==> config.mk <==
export PLATFORM = sky130hd
export DESIGN_NAME = dram_cmd_ctrl
export DESIGN_NICKNAME = d
export VERILOG_FILES = /design/src/rtl/dram_pkg.sv /design/src/rtl/dram_refresh_timer.sv /design/src/rtl/dram_cmd_ctrl.sv
export SDC_FILE = /design/constraint.sdc
export NUM_CORES = 1
export LEC_CHECK = 0
export BUFFER_PORTS_ARGS = -buffer_cell sky130_fd_sc_hd__buf_4
export CORE_ASPECT_RATIO = 1.75
export CORE_MARGIN = 4
export CORE_UTILIZATION = 56
export DETAILED_ROUTE_END_ITERATION = 12
export PLACE_DENSITY = 0.86
export SLEW_MARGIN = 10
export SYNTH_ARGS = -nofsm -noshare
export SYNTH_HDL_FRONTEND = slang
export SYNTH_SLANG_ARGS = --single-unit
==> constraint.sdc <==
create_clock -name clk -period 5.3 [get_ports clk]
set_input_delay 1.06 -clock clk [delete_from_list [all_inputs] [get_ports clk]]
set_output_delay 1.06 -clock clk [all_outputs]
set_load 0.02 [all_outputs]
==> src/rtl/dram_pkg.sv <==
// Shared constants for the DRAM command controller: opcodes, FSM states and
// response error bit positions.
package dram_pkg;

    localparam logic [1:0] OP_NOP     = 2'b00;
    localparam logic [1:0] OP_READ    = 2'b01;
    localparam logic [1:0] OP_WRITE   = 2'b10;
    localparam logic [1:0] OP_REFRESH = 2'b11;

    typedef enum logic [2:0] {
        ST_IDLE,
        ST_WRITE,
        ST_READ,
        ST_RD_WAIT,
        ST_REFRESH,
        ST_RESP
    } state_e;

    localparam int ERR_DRAM   = 0;
    localparam int ERR_PARITY = 1;

    // Bit 31 makes the stored 32-bit word even parity.
    function automatic logic [31:0] even_par_word(input logic [30:0] d);
        return {^d, d};
    endfunction

endpackage

==> src/rtl/dram_refresh_timer.sv <==
// Refresh interval timer: saturating up-counter, temperature-selected
// threshold, and the pending flag that requests a refresh.
module dram_refresh_timer #(
    parameter int REF_INTERVAL = 64,
    parameter int TEMP_HOT     = 85
) (
    input  logic       clk,
    input  logic       rst_n,
    input  logic       clear_i,
    input  logic [7:0] temp_i,
    output logic       pending_o
);

    localparam int CW = $clog2(REF_INTERVAL + 1);
    localparam logic [CW-1:0] THR_NORM = CW'(REF_INTERVAL);
    localparam logic [CW-1:0] THR_HOT  = CW'(REF_INTERVAL / 2);
    localparam logic [7:0]    HOT_C    = 8'(TEMP_HOT);

    logic [CW-1:0] cnt_q;
    logic [CW-1:0] cnt_d;
    logic [CW-1:0] thr;

    assign thr = (temp_i > HOT_C) ? THR_HOT : THR_NORM;

    always_comb begin
        cnt_d = cnt_q;
        if (clear_i) begin
            cnt_d = '0;
        end else if (cnt_q != THR_NORM) begin
            cnt_d = cnt_q + 1'b1;
        end
    end

    always_ff @(posedge clk or negedge rst_n) begin
        if (!rst_n) begin
            cnt_q <= '0;
        end else begin
            cnt_q <= cnt_d;
        end
    end

    // Compare is live each cycle, so a temperature rise takes effect at once.
    assign pending_o = (cnt_q >= thr);

endmodule

==> src/rtl/dram_cmd_ctrl.sv <==
// Host-side DRAM command sequencer: one request at a time, timed opcode holds,
// write parity generation, read parity check and temperature-aware refresh.
module dram_cmd_ctrl #(
    parameter int WR_CYCLES    = 2,
    parameter int RD_LAT       = 1,
    parameter int REF_CYCLES   = 2,
    parameter int REF_INTERVAL = 64,
    parameter int TEMP_HOT     = 85
) (
    input  logic        clk,
    input  logic        rst_n,
    input  logic        req_valid,
    output logic        req_ready,
    input  logic        req_write,
    input  logic [9:0]  req_row,
    input  logic [9:0]  req_col,
    input  logic [30:0] req_wdata,
    input  logic [7:0]  temp_in,
    output logic        rsp_valid,
    output logic [30:0] rsp_rdata,
    output logic [1:0]  rsp_err,
    output logic [1:0]  dram_opcode,
    output logic [9:0]  dram_row,
    output logic [9:0]  dram_column,
    output logic [31:0] dram_data_in,
    output logic [7:0]  dram_temp,
    input  logic [31:0] dram_data_out,
    input  logic [1:0]  dram_error
);
    import dram_pkg::*;

    state_e      state_q;
    logic [7:0]  cyc_q;
    logic [1:0]  op_q;
    logic [9:0]  row_q;
    logic [9:0]  col_q;
    logic [31:0] din_q;
    logic [7:0]  temp_q;
    logic [30:0] rdata_q;
    logic [1:0]  err_q;
    logic        rsp_valid_q;
    logic [30:0] rsp_rdata_q;
    logic [1:0]  rsp_err_q;
    logic        ref_pending;
    logic        ref_clear;

    // The FSM leaves IDLE for REFRESH on exactly the cycle it sees pending.
    assign ref_clear = (state_q == ST_IDLE) && ref_pending;
    assign req_ready = (state_q == ST_IDLE) && !ref_pending;

    dram_refresh_timer #(
        .REF_INTERVAL (REF_INTERVAL),
        .TEMP_HOT     (TEMP_HOT)
    ) u_ref_timer (
        .clk       (clk),
        .rst_n     (rst_n),
        .clear_i   (ref_clear),
        .temp_i    (temp_q),
        .pending_o (ref_pending)
    );

    always_ff @(posedge clk or negedge rst_n) begin
        if (!rst_n) begin
            state_q     <= ST_IDLE;
            cyc_q       <= '0;
            op_q        <= OP_NOP;
            row_q       <= '0;
            col_q       <= '0;
            din_q       <= '0;
            temp_q      <= '0;
            rdata_q     <= '0;
            err_q       <= '0;
            rsp_valid_q <= 1'b0;
            rsp_rdata_q <= '0;
            rsp_err_q   <= '0;
        end else begin
            temp_q      <= temp_in;
            rsp_valid_q <= 1'b0;
            case (state_q)
                ST_IDLE: begin
                    op_q <= OP_NOP;
                    if (ref_pending) begin
                        state_q <= ST_REFRESH;
                        op_q    <= OP_REFRESH;
                        row_q   <= '0;
                        col_q   <= '0;
                        cyc_q   <= 8'(REF_CYCLES - 1);
                    end else if (req_valid) begin
                        row_q   <= req_row;
                        col_q   <= req_col;
                        rdata_q <= '0;
                        err_q   <= '0;
                        if (req_write) begin
                            state_q <= ST_WRITE;
                            op_q    <= OP_WRITE;
                            din_q   <= even_par_word(req_wdata);
                            cyc_q   <= 8'(WR_CYCLES - 1);
                        end else begin
                            state_q <= ST_READ;
                            op_q    <= OP_READ;
                        end
                    end
                end
                ST_WRITE: begin
                    if (cyc_q == '0) begin
                        err_q[ERR_DRAM] <= |dram_error;
                        op_q            <= OP_NOP;
                        state_q         <= ST_RESP;
                    end else begin
                        cyc_q <= cyc_q - 1'b1;
                    end
                end
                ST_READ: begin
                    op_q    <= OP_NOP;
                    state_q <= ST_RD_WAIT;
                    cyc_q   <= 8'(RD_LAT - 1);
                end
                ST_RD_WAIT: begin
                    if (cyc_q == '0) begin
                        rdata_q           <= dram_data_out[30:0];
                        err_q[ERR_PARITY] <= ^dram_data_out;
                        err_q[ERR_DRAM]   <= |dram_error;
                        state_q           <= ST_RESP;
                    end else begin
                        cyc_q <= cyc_q - 1'b1;
                    end
                end
                ST_RESP: begin
                    op_q        <= OP_NOP;
                    rsp_valid_q <= 1'b1;
                    rsp_rdata_q <= rdata_q;
                    rsp_err_q   <= err_q;
                    state_q     <= ST_IDLE;
                end
                ST_REFRESH: begin
                    if (cyc_q == '0) begin
                        op_q    <= OP_NOP;
                        state_q <= ST_IDLE;
                    end else begin
                        cyc_q <= cyc_q - 1'b1;
                    end
                end
                default: begin
                    op_q    <= OP_NOP;
                    state_q <= ST_IDLE;
                end
            endcase
        end
    end

    assign dram_opcode  = op_q;
    assign dram_row     = row_q;
    assign dram_column  = col_q;
    assign dram_data_in = din_q;
    assign dram_temp    = temp_q;
    assign rsp_valid    = rsp_valid_q;
    assign rsp_rdata    = rsp_rdata_q;
    assign rsp_err      = rsp_err_q;

endmodule

==> impl_metrics.py, run 1 <==
metrics = {
    "synth": {
        "syn_inst": 606,
        "synth-seq-cells": 147,
        "yosys.area_share.simple_pct": 13.70,
        "synth_top_area_cell": "dfrtp_1",
        "synthXorXnorAreaFrac_pct": 8.852,
        "yosys.cell_types.count": 39,
        "synthArstFlopShare_pct": 100.0,
        "syn_area_um2": 6530,
        "muxShareOfSynthArea_pct": 7.568,
        "yosysWarnings": 0,
        "synth.top_cell.area_share_pct": 56.33,
        "synth_fa_ha_area_share_pct": 1.150,
        "synth_top_family_by_area": "simple AND/OR/NAND/NOR gates",
        "syn-num-nets": 709,
        "ys.flop_type": "dfrtp_1",
        "synth_compound_area_share_pct": 8.891,
        "ys_top_cells_by_area": "dfrtp_1 (56%), nand2_1 (9.8%), xnor2_1 (7.6%), mux2_4 (6.9%), o21ai_0 (3.2%)",
        "synth_edf_count": 0,
        "avgSynthCellArea_um2": 10.78,
        "synth_seq_area_share_pct": 56.33,
    },
    "sta": {
        "fin_skew_ns": 0.009357,
        "slew_violations": 0,
        "hold_viol_final": 0,
        "period_share_pct": 69.07,
        "finalSetupViolations": 0,
        "final.setup.tns_ns": 0,
        "fin_ws_ns": 1.639,
        "period_needed_ns": 3.661,
        "relSlewSlack_pct": 26.44,
        "tightest_slew_ns": 1.103,
        "rsz0062_at_grt": "no",
        "max_freq_mhz": 273.2,
        "hold-worst-slack_ns": 0.4702,
    },
    "clock_tree": {
        "cts_buffer_depth": 2,
        "clkLatencyLatePin_ns": 0.41,
        "cts.clk_slew.worst_paths_ns": 0.06,
        "cts_buffers": 17,
        "post-cts-setup-buffers": 0,
        "cts_tree": "built",
        "cts_sinks": 147,
        "holdBufCountCts": 0,
        "cts-root-buf": "clkbuf_16",
        "cts_resized": 0,
        "ctsHtreeMaxLevel": 4,
    },
    "floorplanning": {
        "rows": 51,
        "die_height_um": 150.9,
        "fp.dieW_um": 89.63,
        "core_um2": 11290,
        "initial_core_util_pct": 57.82,
        "io_pins": 194,
        "dieArea_um2": 13520,
    },
    "detailed_routing": {
        "vias": 5069,
        "ant_nets": 0,
        "wire_per_inst_um": 17.89,
        "via_per_inst": 5.421,
        "first_pass_iters": 5,
        "drt_iter0_markers": 302,
        "drcViolationCount": 0,
        "routed_wl_um": 16730,
    },
    "worst_setup_path": {
        "timing.rr.start": "dram_temp[1]$_DFF_PN0_",
        "reg2reg_slack_ns": 1.64,
        "worstSetupPathType": "flop to flop",
        "cp_data_required_time_ns": 5.60,
        "r2r_end": "dram_data_in[0]$_DFFE_PN0P_",
        "crit_path_start_kind": "flop",
        "endpoint_kind": "flop",
        "r2r_cells": 11,
        "crit_path_end": "dram_data_in[0]$_DFFE_PN0P_",
        "crit_arrival_ns": 3.96,
        "cp_max_fo": 53,
        "crit_start": "dram_temp[1]$_DFF_PN0_",
    },
    "finish": {
        "nNetsFinal": 893,
        "fill_cells": 719,
        "mostFrequentLayoutCells": "buf_4 (196), nand2_1 (171), dfrtp_1 (147), xnor2_1 (57), o21ai_0 (41)",
        "drive_above_1_share_pct": 33.25,
        "design_area_um2": 8598,
        "diodes": 0,
        "layout_commonest_cell": "buf_4",
        "area_growth_pct": 31.67,
    },
    "placement": {
        "hpwl_um": 11900,
        "routabilityCongestion": 0.8303,
        "portBuffers": 193,
        "placed_area_um2": 7991,
        "place_ws_ns": 1.637,
    },
    "grt": {
        "grt_pass1_vias": 5363,
        "grt_antenna_before_repair": 0,
        "grt_start_max_net_pins": 119,
        "track_usage_pct": 25.33,
        "grt_first_pass_wirelength_um": 26180,
        "grt_overflow": 0,
    },
    "job": {
        "drv_cap": 0,
    },
    "power_and_ir_drop": {
        "leakagePower_nw": 4.372,
        "p_per_area_nw_per_um2": 299.3,
        "vdd_drop_max_v": 0.0002087,
    },
    "run_status": {
        "status": "completed",
    },
    "hold_path": {
        "min_path_type": "flop to flop",
    },
}
power breakdown:
group	switching, W	internal [W]	total [W]	leakage (nW)
clock network	0.000460	0.000743	0.00120	0.276
registers	0.00000151	0.00113	0.00113	1.82
logic	0.000114	0.000128	0.000242	2.27
total	0.000576	0.00200	0.00257	4.37
layer usage:
metal	share of wire, %	up-vias	GRT usage, %
met5	0	-	0
met4	2.7	0	9.389
li1	-	2362	-
met3	6.6	34	6.206
met1	35	2472	26.90
met2	56	201	46.74
how the worst min path moves through the flow:
stage / startpoint / to / slack (ns) / depth (start not counted)
2_1_floorplan: err_q[1]$_DFFE_PN0P_ / rsp_err[1]$_DFFE_PN0P_ / 0.44 / 2
3_5_place_dp: err_q[1]$_DFFE_PN0P_ / rsp_err[1]$_DFFE_PN0P_ / 0.46 / 2
5_1_grt: rsp_rdata[26]$_DFFE_PN0P_ / rsp_rdata[26]$_DFFE_PN0P_ / 0.50 / 2
4_1_cts: rdata_q[17]$_DFFE_PN0P_ / rsp_rdata[17]$_DFFE_PN0P_ / 0.47 / 2
3_3_place_gp: rdata_q[15]$_DFFE_PN0P_ / rsp_rdata[15]$_DFFE_PN0P_ / 0.45 / 2
6_report: rdata_q[17]$_DFFE_PN0P_ / rsp_rdata[17]$_DFFE_PN0P_ / 0.47 / 2
synth_stat cells (2+ instances only):
library cell,instances
a21boi_0,2
nand2_1,171
xnor2_1,57
mux2_4,30
a32oi_1,2
nand3_1,10
clkbuf_1,23
o22ai_1,2
dfrtp_1,147
a21oi_1,10
o21ai_0,42
xor2_1,9
nor2b_1,3
nand3b_1,2
nor2_1,19
a211o_1,2
inv_1,11
ha_1,6
buf_6,2
and3_1,4
o31ai_1,2
buf_12,3
buf_2,3
nor3_1,5
a22o_1,23
mux2_2,3
state kept, by name, summed over array words and instances (netlist names):
| register | flops |
|---|---|
| cyc_q | 8 |
| dram_column | 10 |
| dram_data_in | 32 |
| dram_opcode | 2 |
| dram_row | 10 |
| dram_temp | 8 |
| err_q | 2 |
| rdata_q | 31 |
| rsp_err | 2 |
| rsp_rdata | 31 |
| rsp_valid | 1 |
| state_q | 3 |
| u_ref_timer.cnt_q | 7 |
cell families after synthesis:
family,after synthesis
AO/OA/AOI/OAI,90
XOR/XNOR,66
adder cells (fa/ha/maj),6
buffers and inverters,43
flip-flops,147
multiplexers,34
AND/OR/NAND/NOR,220
worst max-delay path: stages, from the launching register on:
cell,delay [ns]
dfrtp_1,0.38
a21oi_1,0.14
nor2b_1,0.06
o21ai_0,0.15
nand2b_1,0.12
ha_1,0.28
inv_1,0.07
o21ai_2,0.07
a21oi_2,0.34
and3_2,0.84
and2_4,0.68
mux2_2,0.40
through the flow:
step	util [%]	instances	total power, W
after floorplan	-	606	0.001274
after global placement	70.75	903	0.001380
after detailed placement	70.75	903	0.001388
after CTS	76.13	935	0.002590
after global routing	76.13	935	0.002657
final	76.13	935	0.002573
cell type report:
type | instances | area [µm²] | share of cell area [%]
sequential | 147 | 3679 | 42.78
clock buffer | 21 | 480.5 | 5.588
tap | 132 | 165.2 | 1.921
clock inverter | 11 | 126.4 | 1.470
inverter | 11 | 41.29 | 0.4802
timing repair buffer | 197 | 1483 | 17.24
multi-input combinational | 416 | 2624 | 30.52
Power figures use the tool's default switching activity.
==> run 2, diff against run 1 <==
Settings changed: ABC_AREA from default to 1, CORE_UTILIZATION 56 to 53, PLACE_DENSITY 0.86 to 0.8.
Clock period 5.3 ns to 3.7 ns, I/O delays scaled along.
==> run 2 against run 1 <==
Compared with the run above:
- worst hold slack got worse by 0.16 ns
- global-route usage decreased by 1.9 points
- worst setup slack got worse by 0.86 ns
- flip-flop and latch count unchanged
- utilization decreased by 6.2 points
- sequential power increased by 120%
- synthesized cell count increased by 48%
- routed wire length increased by 2.5%
- via count increased by 26%
- combinational power increased to 11 times the previous value
- synthesized area increased by 10%
- total power increased to 2.7 times the previous value
==> impl_metrics.py, run 2 <==
metrics = {
    "run_status": {
        "status": "completed",
    },
    "synth": {
        "synth_top_area_cell": "dfrtp_1",
        "avgSynthCellArea_um2": 8.039,
        "synth_edf_count": 0,
        "yosysWarnings": 0,
        "synth.top_cell.area_share_pct": 51.07,
        "syn_area_um2": 7203,
        "yosys.cell_types.count": 32,
        "ys.flop_type": "dfrtp_1",
        "synthArstFlopShare_pct": 100.0,
        "syn-num-nets": 999,
        "synth_seq_area_share_pct": 51.07,
        "yosysMostFrequentCell": "nand2_1",
        "ys_top_cells_by_area": "dfrtp_1 (51%), nand2_1 (20%), inv_1 (5.2%), o21ai_0 (3.5%), a32o_1 (2.8%)",
        "syn_inst": 896,
        "synth_commonest_cells": "nand2_1 (377), dfrtp_1 (147), inv_1 (99), o21ai_0 (50), o21ai_1 (26)",
        "synth-seq-cells": 147,
    },
    "clock_tree": {
        "cts_buffers": 17,
        "cts_buffer_depth": 2,
        "cts_resized": 0,
        "cts.clk_slew.worst_paths_ns": 0.07,
        "holdBufCountCts": 0,
        "post-cts-setup-buffers": 0,
        "cts_sinks": 147,
        "cts-root-buf": "clkbuf_16",
        "clkLatencyLatePin_ns": 0.42,
        "cts_tree": "built",
        "ctsHtreeMaxLevel": 4,
    },
    "detailed_routing": {
        "ant_nets": 0,
        "drt_iter0_markers": 251,
        "drcViolationCount": 0,
        "vias": 6394,
        "via_per_inst": 5.019,
        "routed_wl_um": 17160,
        "first_pass_iters": 7,
        "wire_per_inst_um": 13.47,
    },
    "worst_setup_path": {
        "r2r_end": "dram_data_in[15]$_DFFE_PN0P_",
        "cp_max_fo": 5,
        "crit_family": "compound AO/OA/AOI/OAI gates",
        "critPathSlowestCell": "dfrtp_1",
        "crit_arrival_ns": 2.18,
        "reg2reg_slack_ns": 0.96,
        "path_buf_inv": 1,
        "endpoint_kind": "output port",
        "cp_data_required_time_ns": 2.96,
        "path_cells": "a21o_1, a21oi_1, o21bai_1, ha_1, a21oi_1, nand2_2, nor2_1, buf_4",
        "r2r_cells": 12,
        "crit_path_start_kind": "flop",
        "max_stage_delay_ns": 0.37,
        "timing.rr.start": "dram_temp[1]$_DFF_PN0_",
        "crit_top_cell": "a21oi_1",
        "worstSetupPathType": "flop to output port",
    },
    "power_and_ir_drop": {
        "vdd_drop_max_v": 0.0004611,
        "leakagePower_nw": 5.041,
        "p_per_area_nw_per_um2": 739.7,
    },
    "sta": {
        "tightest_slew_ns": 0.8953,
        "relSlewSlack_pct": 40.22,
        "final.setup.tns_ns": 0,
        "period_needed_ns": 2.917,
        "slew_violations": 0,
        "rsz0062_at_grt": "no",
        "finalSetupViolations": 0,
        "hold_viol_final": 0,
        "fin_skew_ns": 0.01271,
        "max_freq_mhz": 342.8,
        "period_share_pct": 78.84,
    },
    "job": {
        "drv_cap": 0,
    },
    "finish": {
        "nNetsFinal": 1190,
        "layout.cells.non_filler": 1274,
        "diodes": 0,
        "drive_above_1_share_pct": 23.36,
        "area_growth_pct": 29.88,
        "layout_commonest_cell": "nand2_1",
        "mostFrequentLayoutCells": "nand2_1 (377), buf_4 (195), dfrtp_1 (147), inv_1 (99), o21ai_0 (50)",
        "fill_cells": 1101,
        "largest_reg_flops": 32,
    },
    "grt": {
        "grt_first_pass_wirelength_um": 28990,
        "grt_start_max_net_pins": 80,
        "grt_pass1_vias": 6493,
        "track_usage_pct": 23.44,
        "grt_overflow": 0,
        "grt_antenna_before_repair": 0,
    },
    "floorplanning": {
        "initial_core_util_pct": 53.82,
        "dieArea_um2": 15590,
        "core_um2": 13380,
        "die_height_um": 162.2,
        "fp.dieW_um": 96.13,
        "rows": 56,
        "io_pins": 194,
    },
    "placement": {
        "dp_cells": 1242,
        "routabilityCongestion": 0.8730,
        "portBuffers": 193,
        "hpwl_um": 12560,
    },
    "hold_path": {
        "min_path_type": "input port to asynchronous set/reset pin",
    },
}
## run 2: worst max path at each step
stage                                start                      endpoint  depth (start not counted)
finish              dram_temp[1]$_DFF_PN0_                     req_ready                          8
global route        dram_temp[1]$_DFF_PN0_                     req_ready                          8
CTS                 dram_temp[3]$_DFF_PN0_                     req_ready                          8
detailed placement  dram_temp[3]$_DFF_PN0_  dram_data_in[21]$_DFFE_PN0P_                         12
global placement    dram_temp[1]$_DFF_PN0_  dram_data_in[16]$_DFFE_PN0P_                         12
floorplan           dram_temp[1]$_DFF_PN0_                     req_ready                          7
## run 2: per-layer routing
| metal | vias up | track usage, % | share of wire [%] |
|---|---|---|---|
| met4 | 0 | 7.837 | 1.8 |
| met2 | 166 | 41.81 | 54 |
| met3 | 24 | 6.209 | 5.9 |
| met5 | - | 0 | 0 |
| li1 | 3208 | - | - |
| met1 | 2996 | 26.41 | 38 |
## run 2: through the flow
step	util (%)	area (µm²)	hold slack, ns	power [W]	worst slack (ns)
after CTS	69.90	9355	0.3239	0.006995	0.7517
after global routing	69.90	9355	0.3463	0.007401	0.6196
final	69.90	9355	0.3112	0.006920	0.7828
after global placement	65.53	8770	0.4569	0.005181	1.070
after detailed placement	65.53	8770	0.4607	0.005251	1.005
after floorplan	-	7203	0.4444	0.004194	1.243
## run 2: where the power goes
group / internal [W] / switching, W / leakage, nW
Clock: 0.000961 / 0.000747 / 0.289
Combinational: 0.00111 / 0.00168 / 2.81
Sequential: 0.00211 / 0.000319 / 1.94
## run 2: layout make-up
cell class                      instances  area [µm²]  share of cell area, %
Clock inverter                         15       160.2                  1.712
Inverter                              105       394.1                  4.213
Sequential cell                       147        3679                  39.32
Timing Repair Buffer                  197        1495                  15.98
Multi-Input combinational cell        619        2984                  31.90
Tap cell                              174       217.7                  2.327
Clock buffer                           17       425.4                  4.547
## run 2: kinds of logic (layout without fill, tap and decap cells)
group	Yosys count	after routing	share of synthesized area [%]
xor+xnor	36	36	4.377
simple gates	442	442	24.32
flops	147	147	51.07
compound gates	135	135	11.69
buf+inv	130	334	7.504
fa+ha+maj	6	6	1.042
==> run 3, diff against run 2 <==
Clock period 3.7 ns to 2.8 ns, I/O delays scaled along.
==> run 3 against run 2 <==
Compared with the run above:
- worst setup slack got worse by 0.67 ns
- non-clock buffer count rose by 3
- worst hold slack got worse by 0.18 ns
- largest power group unchanged
- highest routed layer unchanged
- combinational power rose by 34%
- largest cell class unchanged
- final cell count rose by 0.24%
- design area rose by 0.27%
==> impl_metrics.py, run 3 (synthesized netlist as in run 2, its figures left out) <==
metrics = {
    "detailed_routing": {
        "wire_per_inst_um": 13.65,
        "vias": 6434,
        "drcViolationCount": 0,
        "routed_wl_um": 17430,
        "first_pass_iters": 6,
        "top_layer_used": "met4",
        "dr_wl_met3_um": 1093,
        "ant_nets": 0,
        "drt_iter0_markers": 293,
        "m1WireLength_um": 6574,
        "via_per_inst": 5.038,
        "route.met2.wl_um": 9442,
    },
    "power_and_ir_drop": {
        "p_switching_w": 0.003618,
        "combPwrFrac_pct": 40.8,
        "netSwitchingFraction_pct": 39.60,
        "p_per_area_nw_per_um2": 974.1,
        "seq_power_share_pct": 35.1,
        "leakagePower_nw": 5.042,
        "p_clk_share_pct": 24.0,
        "p_int_w": 0.005519,
        "vdd_drop_max_v": 0.0007293,
    },
    "sta": {
        "hold_viol_final": 0,
        "final.setup.tns_ns": 0,
        "hold-worst-slack_ns": 0.1269,
        "fin_ws_ns": 0.1165,
        "period_needed_ns": 2.683,
        "fin_skew_ns": 0.01380,
        "max_freq_mhz": 372.6,
        "slew_violations": 0,
        "tightest_slew_ns": 0.9138,
        "period_share_pct": 95.84,
        "relSlewSlack_pct": 38.99,
        "finalSetupViolations": 0,
    },
    "clock_tree": {
        "holdBufCountCts": 0,
        "cts.clk_slew.worst_paths_ns": 0.07,
        "cts_buffer_depth": 2,
        "clkLatencyLatePin_ns": 0.41,
        "cts_tree": "built",
        "post-cts-setup-buffers": 0,
        "cts_resized": 0,
        "cts-root-buf": "clkbuf_16",
        "cts_buffers": 17,
        "cts_sinks": 147,
        "ctsHtreeMaxLevel": 4,
    },
    "finish": {
        "area_growth_pct": 30.22,
        "layout_commonest_cell": "nand2_1",
        "mostFrequentLayoutCells": "nand2_1 (377), buf_4 (198), dfrtp_1 (147), inv_1 (99), o21ai_0 (50)",
        "largest_reg_flops": 32,
        "nNetsFinal": 1193,
        "layout.cells.non_filler": 1277,
        "design_area_um2": 9380,
        "diodes": 0,
        "drive_above_1_share_pct": 23.75,
    },
    "floorplanning": {
        "io_pins": 194,
        "core_um2": 13380,
        "initial_core_util_pct": 53.82,
        "fp.dieW_um": 96.13,
        "die_height_um": 162.2,
        "dieArea_um2": 15590,
        "rows": 56,
    },
    "grt": {
        "grt_antenna_before_repair": 0,
        "grt_overflow": 0,
        "grt_first_pass_wirelength_um": 28860,
        "grt_start_max_net_pins": 67,
        "grt_pass1_vias": 6369,
        "track_usage_pct": 23.21,
    },
    "worst_setup_path": {
        "reg2reg_slack_ns": 0.46,
        "cp_data_required_time_ns": 2.24,
        "path_cells": "a21o_1, a21oi_2, o21bai_1, ha_1, a21oi_2, nand2_2, nor2_2, buf_4",
        "max_stage_delay_ns": 0.38,
        "r2r_end": "dram_data_in[14]$_DFFE_PN0P_",
        "endpoint_kind": "output port",
        "timing.rr.start": "dram_temp[1]$_DFF_PN0_",
        "critPathSlowestCell": "dfrtp_1",
        "r2r_cells": 12,
        "crit_top_cell": "a21oi_2",
        "crit_arrival_ns": 2.12,
        "worstSetupPathType": "flop to output port",
        "cp_max_fo": 5,
        "crit_path_start_kind": "flop",
    },
    "job": {
        "drv_cap": 0,
    },
    "placement": {
        "routabilityCongestion": 0.8245,
        "place_ws_ns": 0.2157,
        "hpwl_um": 12850,
        "portBuffers": 193,
        "dp_cells": 1245,
        "placed_area_um2": 8792,
    },
    "hold_path": {
        "min_path_type": "input port to asynchronous set/reset pin",
    },
    "run_status": {
        "status": "completed",
    },
}
==> run 3: layout make-up <==
class	instances	area [µm²]
flip-flops and latches	147	3679
multi-input cells	619	2994
inverters	105	396.6
clock buffers	18	429.2
clock inverters	14	146.4
fillers	1102	4003
well taps	174	217.7
repair buffers	200	1518
==> run 3: worst max-delay path: cells and delay by family, from the launching register on <==
family | cells | cell delay [ns]
DFF | 1 | 0.38
AOI/OAI and AO/OA | 4 | 0.58
and+or+nand+nor | 2 | 0.25
buffers and inverters | 1 | 0.16
adders and majority gates | 1 | 0.33
==> run 3: power by group through the flow <==
| stage | clock network, W | registers, W | logic, W |
|---|---|---|---|
| detailed placement | 0 | 0.00322 | 0.00376 |
| CTS | 0.00224 | 0.00321 | 0.00377 |
| finish | 0.00220 | 0.00321 | 0.00373 |
| floorplan | 0 | 0.00377 | 0.00177 |
| global placement | 0 | 0.00322 | 0.00364 |
| global route | 0.00234 | 0.00329 | 0.00413 |
==> run 3: how the worst max path moves through the flow <==
stage / startpoint / depth (start not counted) / slack (ns) / end
floorplan: dram_temp[1]$_DFF_PN0_ / 11 / 0.46 / cyc_q[0]$_DFFE_PN0P_
global placement: dram_temp[1]$_DFF_PN0_ / 12 / 0.34 / dram_data_in[16]$_DFFE_PN0P_
detailed placement: dram_temp[1]$_DFF_PN0_ / 12 / 0.22 / dram_data_in[14]$_DFFE_PN0P_
CTS: dram_temp[1]$_DFF_PN0_ / 8 / 0.05 / req_ready
global route: dram_temp[1]$_DFF_PN0_ / 8 / -0.002 / req_ready
finish: dram_temp[1]$_DFF_PN0_ / 8 / 0.12 / req_ready
==> run 3: per-stage QoR <==
stage	total power (W)	util [%]
2_1_floorplan	0.005542	-
3_3_place_gp	0.006854	65.70
3_5_place_dp	0.006979	65.70
4_1_cts	0.009217	70.00
5_1_grt	0.009761	70.09
6_report	0.009137	70.09
==> run 3: routing by layer <==
layer  global-route usage, %  vias to the layer above
met1                   26.21                     3045
met5                       0                        -
met2                   41.90                      153
met4                   7.189                        0
li1                        -                     3214
met3                   5.746                       22
